**config.mk**
```make
export PLATFORM = sky130hd
export DESIGN_NAME = fft_frame_scheduler
export DESIGN_NICKNAME = d
export VERILOG_FILES = /design/src/rtl/fft_frame_scheduler.sv
export SDC_FILE = /design/constraint.sdc
export NUM_CORES = 1
export LEC_CHECK = 0
export CAP_MARGIN = 30
export CORE_ASPECT_RATIO = 1.1
export CORE_MARGIN = 2
export CORE_UTILIZATION = 43
export CTS_CLUSTER_SIZE = 12
export DETAILED_ROUTE_END_ITERATION = 10
export PLACE_DENSITY = 0.8
export RECOVER_POWER = 100
export SYNTH_ARGS = -nofsm -noshare
export SYNTH_HDL_FRONTEND = slang
export SYNTH_SLANG_ARGS = --single-unit
export TNS_END_PERCENT = 100
```
**constraint.sdc**
```tcl
create_clock -name clk -period 2.53 [get_ports clk]
set_input_delay 0.506 -clock clk [delete_from_list [all_inputs] [get_ports clk]]
set_output_delay 0.506 -clock clk [all_outputs]
set_load 0.01 [all_outputs]
```
**src/rtl/fft_frame_scheduler.sv**
```systemverilog
// rtl/fft_frame_scheduler.sv - round-robin frame scheduler sharing one serial FFT core
// Grants whole frames, forwards the granted stream to the core and tags core output by source channel.
module fft_frame_scheduler #(
    parameter int N_POINT        = 32,
    parameter int DATA_IN_WIDTH  = 16,
    parameter int DATA_OUT_WIDTH = 32,
    parameter int NUM_REQ        = 2,
    parameter int MAX_INFLIGHT   = 2,
    localparam int CHW           = (NUM_REQ > 1) ? $clog2(NUM_REQ) : 1
) (
    input  logic                              clk,
    input  logic                              rst,
    input  logic [NUM_REQ*DATA_IN_WIDTH-1:0]  req_data,
    input  logic [NUM_REQ-1:0]                req_valid,
    output logic [NUM_REQ-1:0]                req_ready,
    output logic [DATA_IN_WIDTH-1:0]          fft_data_in,
    output logic                              fft_data_in_valid,
    input  logic [DATA_OUT_WIDTH-1:0]         fft_data_out,
    input  logic                              fft_data_out_valid,
    output logic [DATA_OUT_WIDTH-1:0]         out_data,
    output logic                              out_valid,
    output logic [CHW-1:0]                    out_chan,
    output logic                              out_last,
    output logic                              busy,
    output logic                              gap_err,
    output logic                              orphan_err
);
    localparam int CW = $clog2(N_POINT) + 1;
    localparam int PW = (MAX_INFLIGHT > 1) ? $clog2(MAX_INFLIGHT) : 1;
    localparam int IW = $clog2(MAX_INFLIGHT + 1);

    typedef enum logic {IDLE, STREAM} state_t;

    state_t                       state_q;
    logic [CHW-1:0]               rr_ptr_q;
    logic [CHW-1:0]               grant_q;
    logic [CW-1:0]                in_cnt_q;
    logic [CW-1:0]                out_cnt_q;
    logic [IW-1:0]                inflight_q;
    logic [PW-1:0]                wr_ptr_q;
    logic [PW-1:0]                rd_ptr_q;
    logic [CHW-1:0]               tag_q [MAX_INFLIGHT];
    logic [NUM_REQ-1:0]           req_ready_q;
    logic [DATA_IN_WIDTH-1:0]     fft_data_in_q;
    logic                         fft_data_in_valid_q;
    logic [DATA_OUT_WIDTH-1:0]    out_data_q;
    logic                         out_valid_q;
    logic [CHW-1:0]               out_chan_q;
    logic                         out_last_q;
    logic                         gap_err_q;
    logic                         orphan_err_q;

    logic [DATA_IN_WIDTH-1:0]     req_word [NUM_REQ];
    logic                         sel_found;
    logic [CHW-1:0]               sel_idx;
    logic [CHW-1:0]               cand;
    logic                         accept;
    logic                         push;
    logic                         pop;
    logic                         fifo_empty;

    for (genvar g = 0; g < NUM_REQ; g++) begin : g_unpack
        assign req_word[g] = req_data[g*DATA_IN_WIDTH +: DATA_IN_WIDTH];
    end

    // Scan downward so the requester closest to rr_ptr is the one left selected.
    always_comb begin
        sel_found = 1'b0;
        sel_idx   = '0;
        cand      = '0;
        for (int k = NUM_REQ - 1; k >= 0; k--) begin
            cand = CHW'((int'(rr_ptr_q) + k) % NUM_REQ);
            if (req_valid[cand]) begin
                sel_found = 1'b1;
                sel_idx   = cand;
            end
        end
    end

    assign fifo_empty = (inflight_q == '0);
    assign accept     = (state_q == STREAM) && req_valid[grant_q] && req_ready_q[grant_q];
    assign push       = (state_q == IDLE) && sel_found && (inflight_q < IW'(MAX_INFLIGHT));
    assign pop        = fft_data_out_valid && !fifo_empty && (out_cnt_q == CW'(N_POINT - 1));

    function automatic logic [PW-1:0] ptr_next(input logic [PW-1:0] p);
        return (p == PW'(MAX_INFLIGHT - 1)) ? '0 : p + PW'(1);
    endfunction

    always_ff @(posedge clk) begin
        if (rst) begin
            state_q             <= IDLE;
            rr_ptr_q            <= '0;
            grant_q             <= '0;
            in_cnt_q            <= '0;
            out_cnt_q           <= '0;
            inflight_q          <= '0;
            wr_ptr_q            <= '0;
            rd_ptr_q            <= '0;
            for (int i = 0; i < MAX_INFLIGHT; i++) tag_q[i] <= '0;
            req_ready_q         <= '0;
            fft_data_in_q       <= '0;
            fft_data_in_valid_q <= 1'b0;
            out_data_q          <= '0;
            out_valid_q         <= 1'b0;
            out_chan_q          <= '0;
            out_last_q          <= 1'b0;
            gap_err_q           <= 1'b0;
            orphan_err_q        <= 1'b0;
        end else begin
            case (state_q)
                IDLE: begin
                    if (push) begin
                        grant_q     <= sel_idx;
                        req_ready_q <= NUM_REQ'(1) << sel_idx;
                        state_q     <= STREAM;
                    end
                end
                STREAM: begin
                    if (accept) begin
                        if (in_cnt_q == CW'(N_POINT - 1)) begin
                            in_cnt_q    <= '0;
                            rr_ptr_q    <= (grant_q == CHW'(NUM_REQ - 1)) ? '0 : grant_q + CHW'(1);
                            req_ready_q <= '0;
                            state_q     <= IDLE;
                        end else begin
                            in_cnt_q <= in_cnt_q + CW'(1);
                        end
                    end else if (in_cnt_q != '0) begin
                        gap_err_q <= 1'b1;
                    end
                end
                default: state_q <= IDLE;
            endcase

            fft_data_in_valid_q <= accept;
            if (accept) fft_data_in_q <= req_word[grant_q];

            if (push) begin
                tag_q[wr_ptr_q] <= sel_idx;
                wr_ptr_q        <= ptr_next(wr_ptr_q);
            end

            // Untagged core output is still forwarded, but flagged and not counted.
            out_valid_q <= fft_data_out_valid;
            out_last_q  <= pop;
            if (fft_data_out_valid) begin
                out_data_q <= fft_data_out;
                if (fifo_empty) begin
                    orphan_err_q <= 1'b1;
                    out_chan_q   <= '0;
                end else begin
                    out_chan_q <= tag_q[rd_ptr_q];
                    out_cnt_q  <= pop ? '0 : out_cnt_q + CW'(1);
                end
            end
            if (pop) rd_ptr_q <= ptr_next(rd_ptr_q);

            if (push && !pop) inflight_q <= inflight_q + IW'(1);
            else if (pop && !push) inflight_q <= inflight_q - IW'(1);
        end
    end

    assign req_ready         = req_ready_q;
    assign fft_data_in       = fft_data_in_q;
    assign fft_data_in_valid = fft_data_in_valid_q;
    assign out_data          = out_data_q;
    assign out_valid         = out_valid_q;
    assign out_chan          = out_chan_q;
    assign out_last          = out_last_q;
    assign busy              = (state_q != IDLE) || (inflight_q != '0);
    assign gap_err           = gap_err_q;
    assign orphan_err        = orphan_err_q;
endmodule

```
Word level (Yosys, flattened, before mapping) --
Memory sizes are Yosys's and may differ from the RTL's. A register that Yosys moved wholly into a read port is not among the register bits. Index checks and enable logic that the tools add are counted. Widths: inputs -> output; s select.
Word-level totals: bits in registers 75, input bits 69, logic and storage cells 105, bits in writable memories 2, memories kept 1, output and inout bits 57
Memories:
- tag_q | depth 2, width 1, read ports 1, clocked after memory_dff 1, write ports 2, RTL line 42 | logic [CHW-1:0] tag_q [MAX_INFLIGHT];
Cells by class: equal/unequal tests 5, shifts and indexed selects 1, reductions and logical operators 24, bitwise operators 4, add/sub/neg operators 8, muxes and demuxes 40, $lt $le $gt $ge 5
Operators by type and width (count):
- $mux 16 | 3
- $mux 1 | 28
- $add 6x1->6 const B | 2
- $eq 6x5->1 const B | 2
- $mux 6 | 2
- $mux 2 | 5
- $reduce_and 3->1 | 3
- $logic_and 1x1->1 | 8
- $reduce_and 2->1 | 4
- $lt 1x2->1 const B | 3
- $reduce_bool 6->1 | 1
- $add 1x1->1 const B | 4
- $ne 2x1->1 const B | 2
- $pmux 2 s2 | 1
- $reduce_bool 2->1 | 2
- $logic_not 1->1 | 3
- $not 1->1 | 3
- $add 2x1->2 const B | 1
- $ge 2x2->1 const B | 1
- $logic_not 2->1 | 1
- $lt 2x2->1 const B | 1
- $ne 2x2->1 const B | 1
- $not 1->2 | 1
- $pmux 1 s2 | 1
- 4 further kinds | 4

Depth between registers and ports, before layout --
Gate-level depths: netlist (run 1).
depth in word-level cells 12, depth in mapped cells 8, gate-level depth less buffers 8

Least setup slack after synthesis (run 1) --
No wires, ideal clock.
path kind input -> register, from input port fft_data_out_valid, to register inflight_q[1], setup slack 472 ps, cell stages on the path 7, setup time 70 ps, buffers on the path 1, arrival time 1988 ps, required time 2460 ps, path through buf_4 > o21ai_2 > nor4_2 > inv_1 > ha_1 > or3_1 > a21oi_1
On the way: word-level cells in the longest chain between the ends 5, elaborated cells between the ends (all ways) 7, classes of those cells mux: 1; reduce/logical: 6
RTL lines:
- start: declaration | RTL line 19 | input logic fft_data_out_valid,
- $logic_and 1x1->1 * (2 in a row) | RTL line 83 | assign pop = fft_data_out_valid && !fifo_empty && (out_cnt_q == CW'(N_POINT - 1));
- $logic_not 1->1 | RTL line 158 | if (push && !pop) inflight_q <= inflight_q + IW'(1);
- $logic_and 1x1->1 | RTL line 158
- $mux 2 or $reduce_bool 2->1 (tied branches)
- end signal: assignment | RTL line 158
- end signal: assignment | RTL line 159 | else if (pop && !push) inflight_q <= inflight_q - IW'(1);
- end: declaration | RTL line 39 | logic [IW-1:0] inflight_q;
Every way passes the cells marked *; elsewhere a longest branch is shown, timed or not. A chain may end at the register's enable or synchronous reset.

Worst setup path after layout (run 1) --
from register inflight_q[1], to output port busy
On the way: word-level cells in the longest chain between the ends 2
RTL lines:
- $reduce_bool 2->1 | RTL line 170 | assign busy = (state_q != IDLE) || (inflight_q != '0);
- $logic_or 1x1->1 | RTL line 170
- end: declaration | RTL line 24 | output logic busy,
No other way between the ends.

==> flow_summary.toml, run 1 <==
[synth]
syn-instance-count = 321
synthFlopType = "dfxtp_1"
synth_top_area_share_pct = 48.4
async_reset_ff_share_pct = 0
synth_fp_nets = 394
yosys-top-cells-area = "dfxtp_1, mux2i_1, nor2_1"
synth_area_um2 = 3140
yosys.area.top_type = "dfxtp_1"
synth_seq_cells = 78
synth-seq-area-share_pct = 50.3
synth_edf_count = 2
syn_area_per_cell_um2 = 9.79
yosys.cell_types.count = 36
synth_warnings = 0

[sta]
tns_ps = 0
whs_ps = 471
slew_viol_final = 0
rsz0062_at_grt = "false"
fin_skew_ps = 9.55
maxSlewHeadroom_pct = 8.94
min_period_over_period_pct = 90.6
setup_viol = 0
period_minus_slack_ps = 2290
worst_pin_slew_ps = 1370
max_freq_ghz = 0.436
final_hold_viol_count = 0

[die]
die_h_um = 93.7
top_level_ports = 126
fp.coreArea_um2 = 7050
start_util_pct = 44.6
die-width_um = 85.5
die_area_um2 = 8010
rows = 32

[detailed_routing]
drt-initial-drc-count = 82
routed_wl_mm = 7.06
via_per_inst = 5.03
detail_route.drc_violations = 0
routed-via-count = 2685
ant_nets = 0
wl_per_cell_um = 13.2
dr.pass1.iters = 4

[pwr]
leakage_nw = 1.93
finalPower_w = 0.00307
powerDensity_nw_per_um2 = 661
peakVddDrop_mv = 0.327

[clocking]
cts_resized = 0
cts_hold_buf = 0
cts_tree = "done"
root_buffer = "clkbuf_8"
cts.clk_slew.worst_paths_ps = 80
cts_setup_buffers = 0
cts_buffers = 9
clock_latency_ps = 360
cts_max_path_buffers = 2
cts-htree-levels = 3
clock-sinks = 78

[placed_design]
post-place-cells = 518
port_buffers = 125
dp_hpwl_mm = 5.32
gp_congestion = 0.839

[setup_path]
critPathMaxFanout = 7
arrival_ps = 1790
critPathMaxStageDelay_ps = 620
worstPathCellList = "or3_1 -> dlygate4sd3_1"
setup.worst_path.start_class = "register"
criticalPathCategory = "register to primary output"
endpoint_kind = "primary output"
cp_slowest_cell = "dlygate4sd3_1"
crit_required_ps = 2020

[finish]
layout-drive-gt1-share_pct = 5.35
area_delta_synth_final_pct = 47.9
final_cells = 534
multiInputGateArea_um2 = 1430
fillers = 609
final_util_pct = 66.0
layout.cells.most_common = "dfxtp_1"
layout_common_cells = "dfxtp_1, nor2_1, clkdlybuf4s50_1"
num-nets-final = 517
seq_area_um2 = 1580
n_antenna_cell = 0

[global_route]
grt_antenna_before_repair = 0
grt_start_max_net_pins = 35
grt_overflow = 0
track_usage_pct = 18.3
grt_pass1_vias = 2643
grt_pass1_wl_mm = 11.6

[worst_hold_path]
hold_class = "register to register"

[run]
max_cap_viol_count = 0

[outcome]
status = "completed"
logic make-up (layout without fill, tap and decap cells):
group           after synthesis  count (layout)  synth area share, %
compound gates               39              39                 8.72
xor+xnor                     13              13                 3.62
fa+ha+maj                     4               4                 1.59
buf+inv                      28             156                 3.86
flops                        78              78                 50.3
mux                          51              51                 16.2
simple gates                108             108                 15.6
final cells by class:
class,count,share of cell area [%]
flip-flops and latches,78,34.0
multi-input cells,215,30.7
repair buffers,131,27.7
clock buffers,14,3.71
well taps,85,2.29
clock inverters,2,0.834
inverters,9,0.727
critical path: cells and delay by family (launching register included):
kind | cells | cell delay [ps]
DFF | 1 | 390
and+or+nand+nor | 1 | 420
buffers and inverters | 1 | 620
final timing paths:
kind                         startpoint                          to  slack (ps)  depth (start not counted)
max          inflight_q[1]$_SDFFE_PP0P_                        busy         240                          2
min                gap_err$_SDFFE_PP0P_        gap_err$_SDFFE_PP0P_         470                          2
max reg2reg  inflight_q[1]$_SDFFE_PP0P_  inflight_q[1]$_SDFFE_PP0P_         450                          6
min reg2reg        gap_err$_SDFFE_PP0P_        gap_err$_SDFFE_PP0P_         470                          2
per-layer routing:
metal,vias up,part of all wire (%),global-route usage [%]
met4,0,2.1,9.13
met5,-,0,0
li1,1345,-,-
met1,1227,40,19.4
met3,12,9.7,6.06
met2,101,48,32.2
cells in the mapped netlist (2+ instances only):
cell type and number:
nand2b_1 3, dfxtp_1 76, nor2_1 72, nand2_1 9, or3_1 5, edfxtp_1 2
clkbuf_1 7, xor2_1 3, o22ai_1 2, a2111oi_2 2, xnor2_1 10, buf_1 3
buf_2 7, a21oi_1 10, nand3_1 7, nor3_1 4, inv_1 9, a211oi_1 16
mux2i_1 51, ha_1 4, o21ai_0 3, buf_4 2
sequential cells by signal (all words and copies together), names as in the netlist, named ones only:
signal	count
inflight_q	2
out_valid	1
tag_q	2
grant_q	1
wr_ptr_q	1
req_ready	2
fft_data_in	16
rd_ptr_q	1
out_last	1
out_chan	1
fft_data_in_valid	1
state_q	1
rr_ptr_q	1
out_data	32
orphan_err	1
in_cnt_q	6
out_cnt_q	6
gap_err	1
stage by stage:
step | area [um2] | setup slack (ps)
after global placement | 4460 | 212
after global routing | 4650 | 178
after floorplan | 3140 | 472
after CTS | 4670 | 338
final | 4650 | 237
after detailed placement | 4460 | 128
power breakdown:
| group | internal (W) | switching, W |
|---|---|---|
| Clock | 0.000540 | 0.000434 |
| Sequential | 0.00135 | 0.0000990 |
| Combinational | 0.000359 | 0.000294 |
(Power assumes the default switching activity.)
==> run 2, diff against run 1 <==
--- a/config.mk
+++ b/config.mk
@@ -9,10 +9,12 @@
 export CORE_ASPECT_RATIO = 1.1
 export CORE_MARGIN = 2
 export CORE_UTILIZATION = 43
+export CTS_BUF_LIST = sky130_fd_sc_hd__clkbuf_16
 export CTS_CLUSTER_SIZE = 12
 export DETAILED_ROUTE_END_ITERATION = 10
 export PLACE_DENSITY = 0.8
 export RECOVER_POWER = 100
+export SETUP_SLACK_MARGIN = 0.15
 export SYNTH_ARGS = -nofsm -noshare
 export SYNTH_HDL_FRONTEND = slang
 export SYNTH_SLANG_ARGS = --single-unit
==> run 2 against run 1 <==
Net effect:
- first-iteration DRC count down 11%
- clock skew shrank 2.2 ps
- non-clock buffer count unchanged
- register-to-register slack barely moved
- sequential power about the same
- wire length fell by 1.0%
- sequential share of layout area down 0.51 points
- via count grew 0.26%
- core utilization increased by 1.0 points
- global-route usage shrank 0.45 points
==> flow_summary.toml, run 2 (synthesized netlist as in run 1, its figures left out) <==
[setup_path]
worst_path_dominant_cell_family = "buffers and inverters"
criticalPathCategory = "register to primary output"
worstPathCellList = "or3_1 -> dlygate4sd3_1"
worstReg2RegEnd = "inflight_q[1]$_SDFFE_PP0P_"
cp_slowest_cell = "dlygate4sd3_1"
arrival_ps = 1750
r2r_slack_ps = 460
critPathMaxStageDelay_ps = 620
critPathMaxFanout = 7
crit_required_ps = 2020
cp_num_buf_inv = 1
regToRegStartpoint = "inflight_q[1]$_SDFFE_PP0P_"
endpoint_kind = "primary output"
setup.worst_path.start_class = "register"
r2r_cells = 6

[detailed_routing]
ant_nets = 0
via_per_inst = 5.04
wl_per_cell_um = 13.1
drt-initial-drc-count = 73
routed-via-count = 2692
detail_route.drc_violations = 0
routed_wl_mm = 6.99
dr.pass1.iters = 4

[die]
top_level_ports = 126
rows = 32
start_util_pct = 44.6
fp.coreArea_um2 = 7050
die-width_um = 85.5
die_h_um = 93.7
die_area_um2 = 8010

[worst_hold_path]
hold_start = "gap_err$_SDFFE_PP0P_"
hold_class = "register to register"
worstHoldPathCells = 2
min_to = "gap_err$_SDFFE_PP0P_"

[pwr]
clockPowerShare_pct = 36.5
leakage_nw = 1.96
peakVddDrop_mv = 0.463
combinationalPowerShare_pct = 19.7
sw_frac_of_total_pct = 25.8
powerDensity_nw_per_um2 = 701
internal_power_w = 0.00246
switchingPower_w = 0.000854
seqPwrFrac_pct = 43.8
finalPower_w = 0.00331

[outcome]
status = "completed"

[global_route]
grt_start_max_net_pins = 35
grt_antenna_before_repair = 0
grt_pass1_wl_mm = 11.5
track_usage_pct = 17.8
grt_overflow = 0
grt_pass1_vias = 2675

[placed_design]
dpl_cell_area_um2 = 4460
post-place-ws_ps = 128
dp_hpwl_mm = 5.32
gp_congestion = 0.839
port_buffers = 125

[finish]
stdcell_area_um2 = 4720
area_delta_synth_final_pct = 50.2
num-nets-final = 517
final_util_pct = 67.0
fillers = 599
layout_common_cells = "dfxtp_1, nor2_1, clkdlybuf4s50_1"
n_antenna_cell = 0
largest_register_ffs = 32
layout.cells.most_common = "dfxtp_1"
layout-drive-gt1-share_pct = 4.68

[clocking]
cts_hold_buf = 0
clock-sinks = 78
cts_setup_buffers = 0
cts_resized = 0
root_buffer = "clkbuf_16"
cts-htree-levels = 3
cts_buffers = 9
cts_max_path_buffers = 2
clock_latency_ps = 320
cts.clk_slew.worst_paths_ps = 60
cts_tree = "done"

[sta]
final_hold_viol_count = 0
fin_skew_ps = 7.38
tns_ps = 0
min_period_over_period_pct = 89.3
slew_viol_final = 0
setup_ws_ps = 271
worst_pin_slew_ps = 1340
maxSlewHeadroom_pct = 10.4
rsz0062_at_grt = "false"
setup_viol = 0
period_minus_slack_ps = 2260
max_freq_ghz = 0.443

[run]
max_cap_viol_count = 0
[run 2: cell count changes in the layout (fill, tap and decap cells not counted), sizes merged]
cell	previous run	this run
inv	9	11
clkbuf	18	13
clkinv	1	4
[run 2: per-stage QoR]
step,std cells,hold slack (ps)
6_report,534,485
4_1_cts,534,486
5_1_grt,534,505
2_1_floorplan,321,452
3_3_place_gp,518,454
3_5_place_dp,518,464
[run 2: power groups by stage]
stage | clock network [W] | registers, W | logic, W
floorplan | 0 | 0.00148 | 0.000342
global placement | 0 | 0.00147 | 0.000681
detailed placement | 0 | 0.00148 | 0.000696
CTS | 0.00123 | 0.00145 | 0.000699
global route | 0.00129 | 0.00146 | 0.000716
finish | 0.00121 | 0.00145 | 0.000653
[run 2: how the worst max path moves through the flow]
stage | start | slack [ps] | endpoint | depth (start not counted)
2_1_floorplan | fft_data_out_valid | 470 | inflight_q[1]$_SDFFE_PP0P_ | 7
3_3_place_gp | req_valid[1] | 210 | inflight_q[1]$_SDFFE_PP0P_ | 6
3_5_place_dp | req_valid[0] | 130 | inflight_q[1]$_SDFFE_PP0P_ | 6
4_1_cts | inflight_q[1]$_SDFFE_PP0P_ | 370 | busy | 2
5_1_grt | req_valid[0] | 180 | rr_ptr_q$_SDFFE_PP0P_ | 5
6_report | inflight_q[1]$_SDFFE_PP0P_ | 270 | busy | 2
[run 2: worst min-delay path: stages (launching register included)]
cell     delay [ps]
dfxtp_1         330
a31oi_1          50
nor2_1           80
[run 2: per-layer routing]
layer	vias up	part of all wire, %	GRT usage, %
met4	0	2.0	7.28
met1	1225	40	19.1
met2	105	48	32.1
met5	-	0	0
met3	14	9.5	5.80
li1	1348	-	-
[run 2: final cells by class]
class / instances / area [um2] / area share [%]
multi-input combinational: 215 / 1430 / 30.2
sequential: 78 / 1580 / 33.5
clock buffer: 9 / 225 / 4.77
inverter: 9 / 33.8 / 0.716
tap: 85 / 106 / 2.25
timing repair buffer: 131 / 1290 / 27.3
clock inverter: 7 / 57.6 / 1.22
==> run 3, diff against run 2 <==
--- a/config.mk
+++ b/config.mk
@@ -14,6 +14,7 @@
 export DETAILED_ROUTE_END_ITERATION = 10
 export PLACE_DENSITY = 0.8
 export RECOVER_POWER = 100
+export REMOVE_ABC_BUFFERS = 1
 export SETUP_SLACK_MARGIN = 0.15
 export SYNTH_ARGS = -nofsm -noshare
 export SYNTH_HDL_FRONTEND = slang
==> run 3 against run 2 <==
Net effect:
- clock power increased by 13%
- die area unchanged
- sequential share of layout area shrank 0.40 points
- global-route usage grew 1.2 points
- critical path depth is the same
- combinational power about the same
- flip-flop and latch count did not move
- largest cell class unchanged
==> flow_summary.toml, run 3 (synthesized netlist as in run 1, its figures left out) <==
[outcome]
status = "completed"

[detailed_routing]
wl_per_cell_um = 13.8
detail_route.drc_violations = 0
dr.pass1.iters = 4
routed_wl_mm = 7.40
ant_nets = 0
drt-initial-drc-count = 81
routed-via-count = 2689
via_per_inst = 5.02

[setup_path]
arrival_ps = 1690
criticalPathCategory = "register to primary output"
critPathMaxFanout = 7
endpoint_kind = "primary output"
crit_required_ps = 2020
setup.worst_path.start_class = "register"

[clocking]
cts_tree = "done"
clock-sinks = 78
root_buffer = "clkbuf_16"
cts_buffers = 9
cts_max_path_buffers = 2
cts.clk_slew.worst_paths_ps = 60
cts-htree-levels = 3
cts_hold_buf = 0
clock_latency_ps = 330
cts_resized = 0
cts_setup_buffers = 0

[sta]
whs_ps = 473
final_hold_viol_count = 0
min_period_over_period_pct = 86.9
slew_viol_final = 0
fin_skew_ps = 5.38
setup_viol = 0
max_freq_ghz = 0.455
rsz0062_at_grt = "false"
worst_pin_slew_ps = 1240
tns_ps = 0
period_minus_slack_ps = 2200
maxSlewHeadroom_pct = 17.4

[worst_hold_path]
hold_class = "register to register"

[placed_design]
dpl_cell_area_um2 = 4490
dp_hpwl_mm = 5.34
port_buffers = 125
gp_congestion = 0.832

[pwr]
leakage_nw = 1.99
finalPower_w = 0.00347
peakVddDrop_mv = 0.527
powerDensity_nw_per_um2 = 727

[die]
die_h_um = 93.7
fp.coreArea_um2 = 7050
rows = 32
start_util_pct = 44.6
top_level_ports = 126
die-width_um = 85.5
die_area_um2 = 8010

[global_route]
grt_pass1_vias = 2513
track_usage_pct = 19.1
grt_pass1_wl_mm = 11.9
grt_antenna_before_repair = 0
grt_overflow = 0
grt_start_max_net_pins = 35

[finish]
layout-drive-gt1-share_pct = 5.76
stdcell_area_um2 = 4780
layout.cells.most_common = "dfxtp_1"
num-nets-final = 519
final_util_pct = 67.8
area_delta_synth_final_pct = 52.0
layout_common_cells = "dfxtp_1, nor2_1, clkdlybuf4s50_1"
largest_register_ffs = 32
n_antenna_cell = 0

[run]
max_cap_viol_count = 0
[run 3: area by class of cell]
cell class | instances | area [um2]
flip-flops and latches | 78 | 1580
inverters | 9 | 33.8
clock inverters | 5 | 53.8
well taps | 85 | 106
multi-input cells | 215 | 1430
fillers | 564 | 2270
repair buffers | 133 | 1300
clock buffers | 11 | 275
[run 3: where the power goes]
| part | leakage [nW] | switching [W] | total [W] | internal, W |
|---|---|---|---|---|
| combinational | 1.18 | 0.000292 | 0.000651 | 0.000359 |
| sequential | 0.643 | 0.0000979 | 0.00145 | 0.00135 |
| clock | 0.159 | 0.000496 | 0.00137 | 0.000878 |
| total | 1.99 | 0.000886 | 0.00347 | 0.00259 |
[run 3: critical path, cell delays in order (launching register included)]
cell and delay (ps):
dfxtp_1 380, or3_1 380, dlygate4sd3_1 610
[run 3: metrics by stage]
stage | setup WS (ps) | instances
floorplan | 362 | 302
global placement | 207 | 520
detailed placement | 148 | 520
CTS | 434 | 536
global route | 227 | 536
finish | 331 | 536
[run 3: worst paths after layout]
path	startpoint	cells past startpoint	slack (ps)	endpoint
hold / removal	gap_err$_SDFFE_PP0P_	2	470	gap_err$_SDFFE_PP0P_
hold reg to reg	gap_err$_SDFFE_PP0P_	2	470	gap_err$_SDFFE_PP0P_
setup reg to reg	inflight_q[1]$_SDFFE_PP0P_	6	580	inflight_q[1]$_SDFFE_PP0P_
setup / recovery	inflight_q[1]$_SDFFE_PP0P_	2	330	busy
[run 3: metal layers]
metal	up-vias	GRT usage (%)	share of wire, %
met5	-	0	0
met3	14	6.41	7.2
li1	1354	-	-
met2	97	31.8	49
met4	0	8.47	2.2
met1	1224	22.1	42
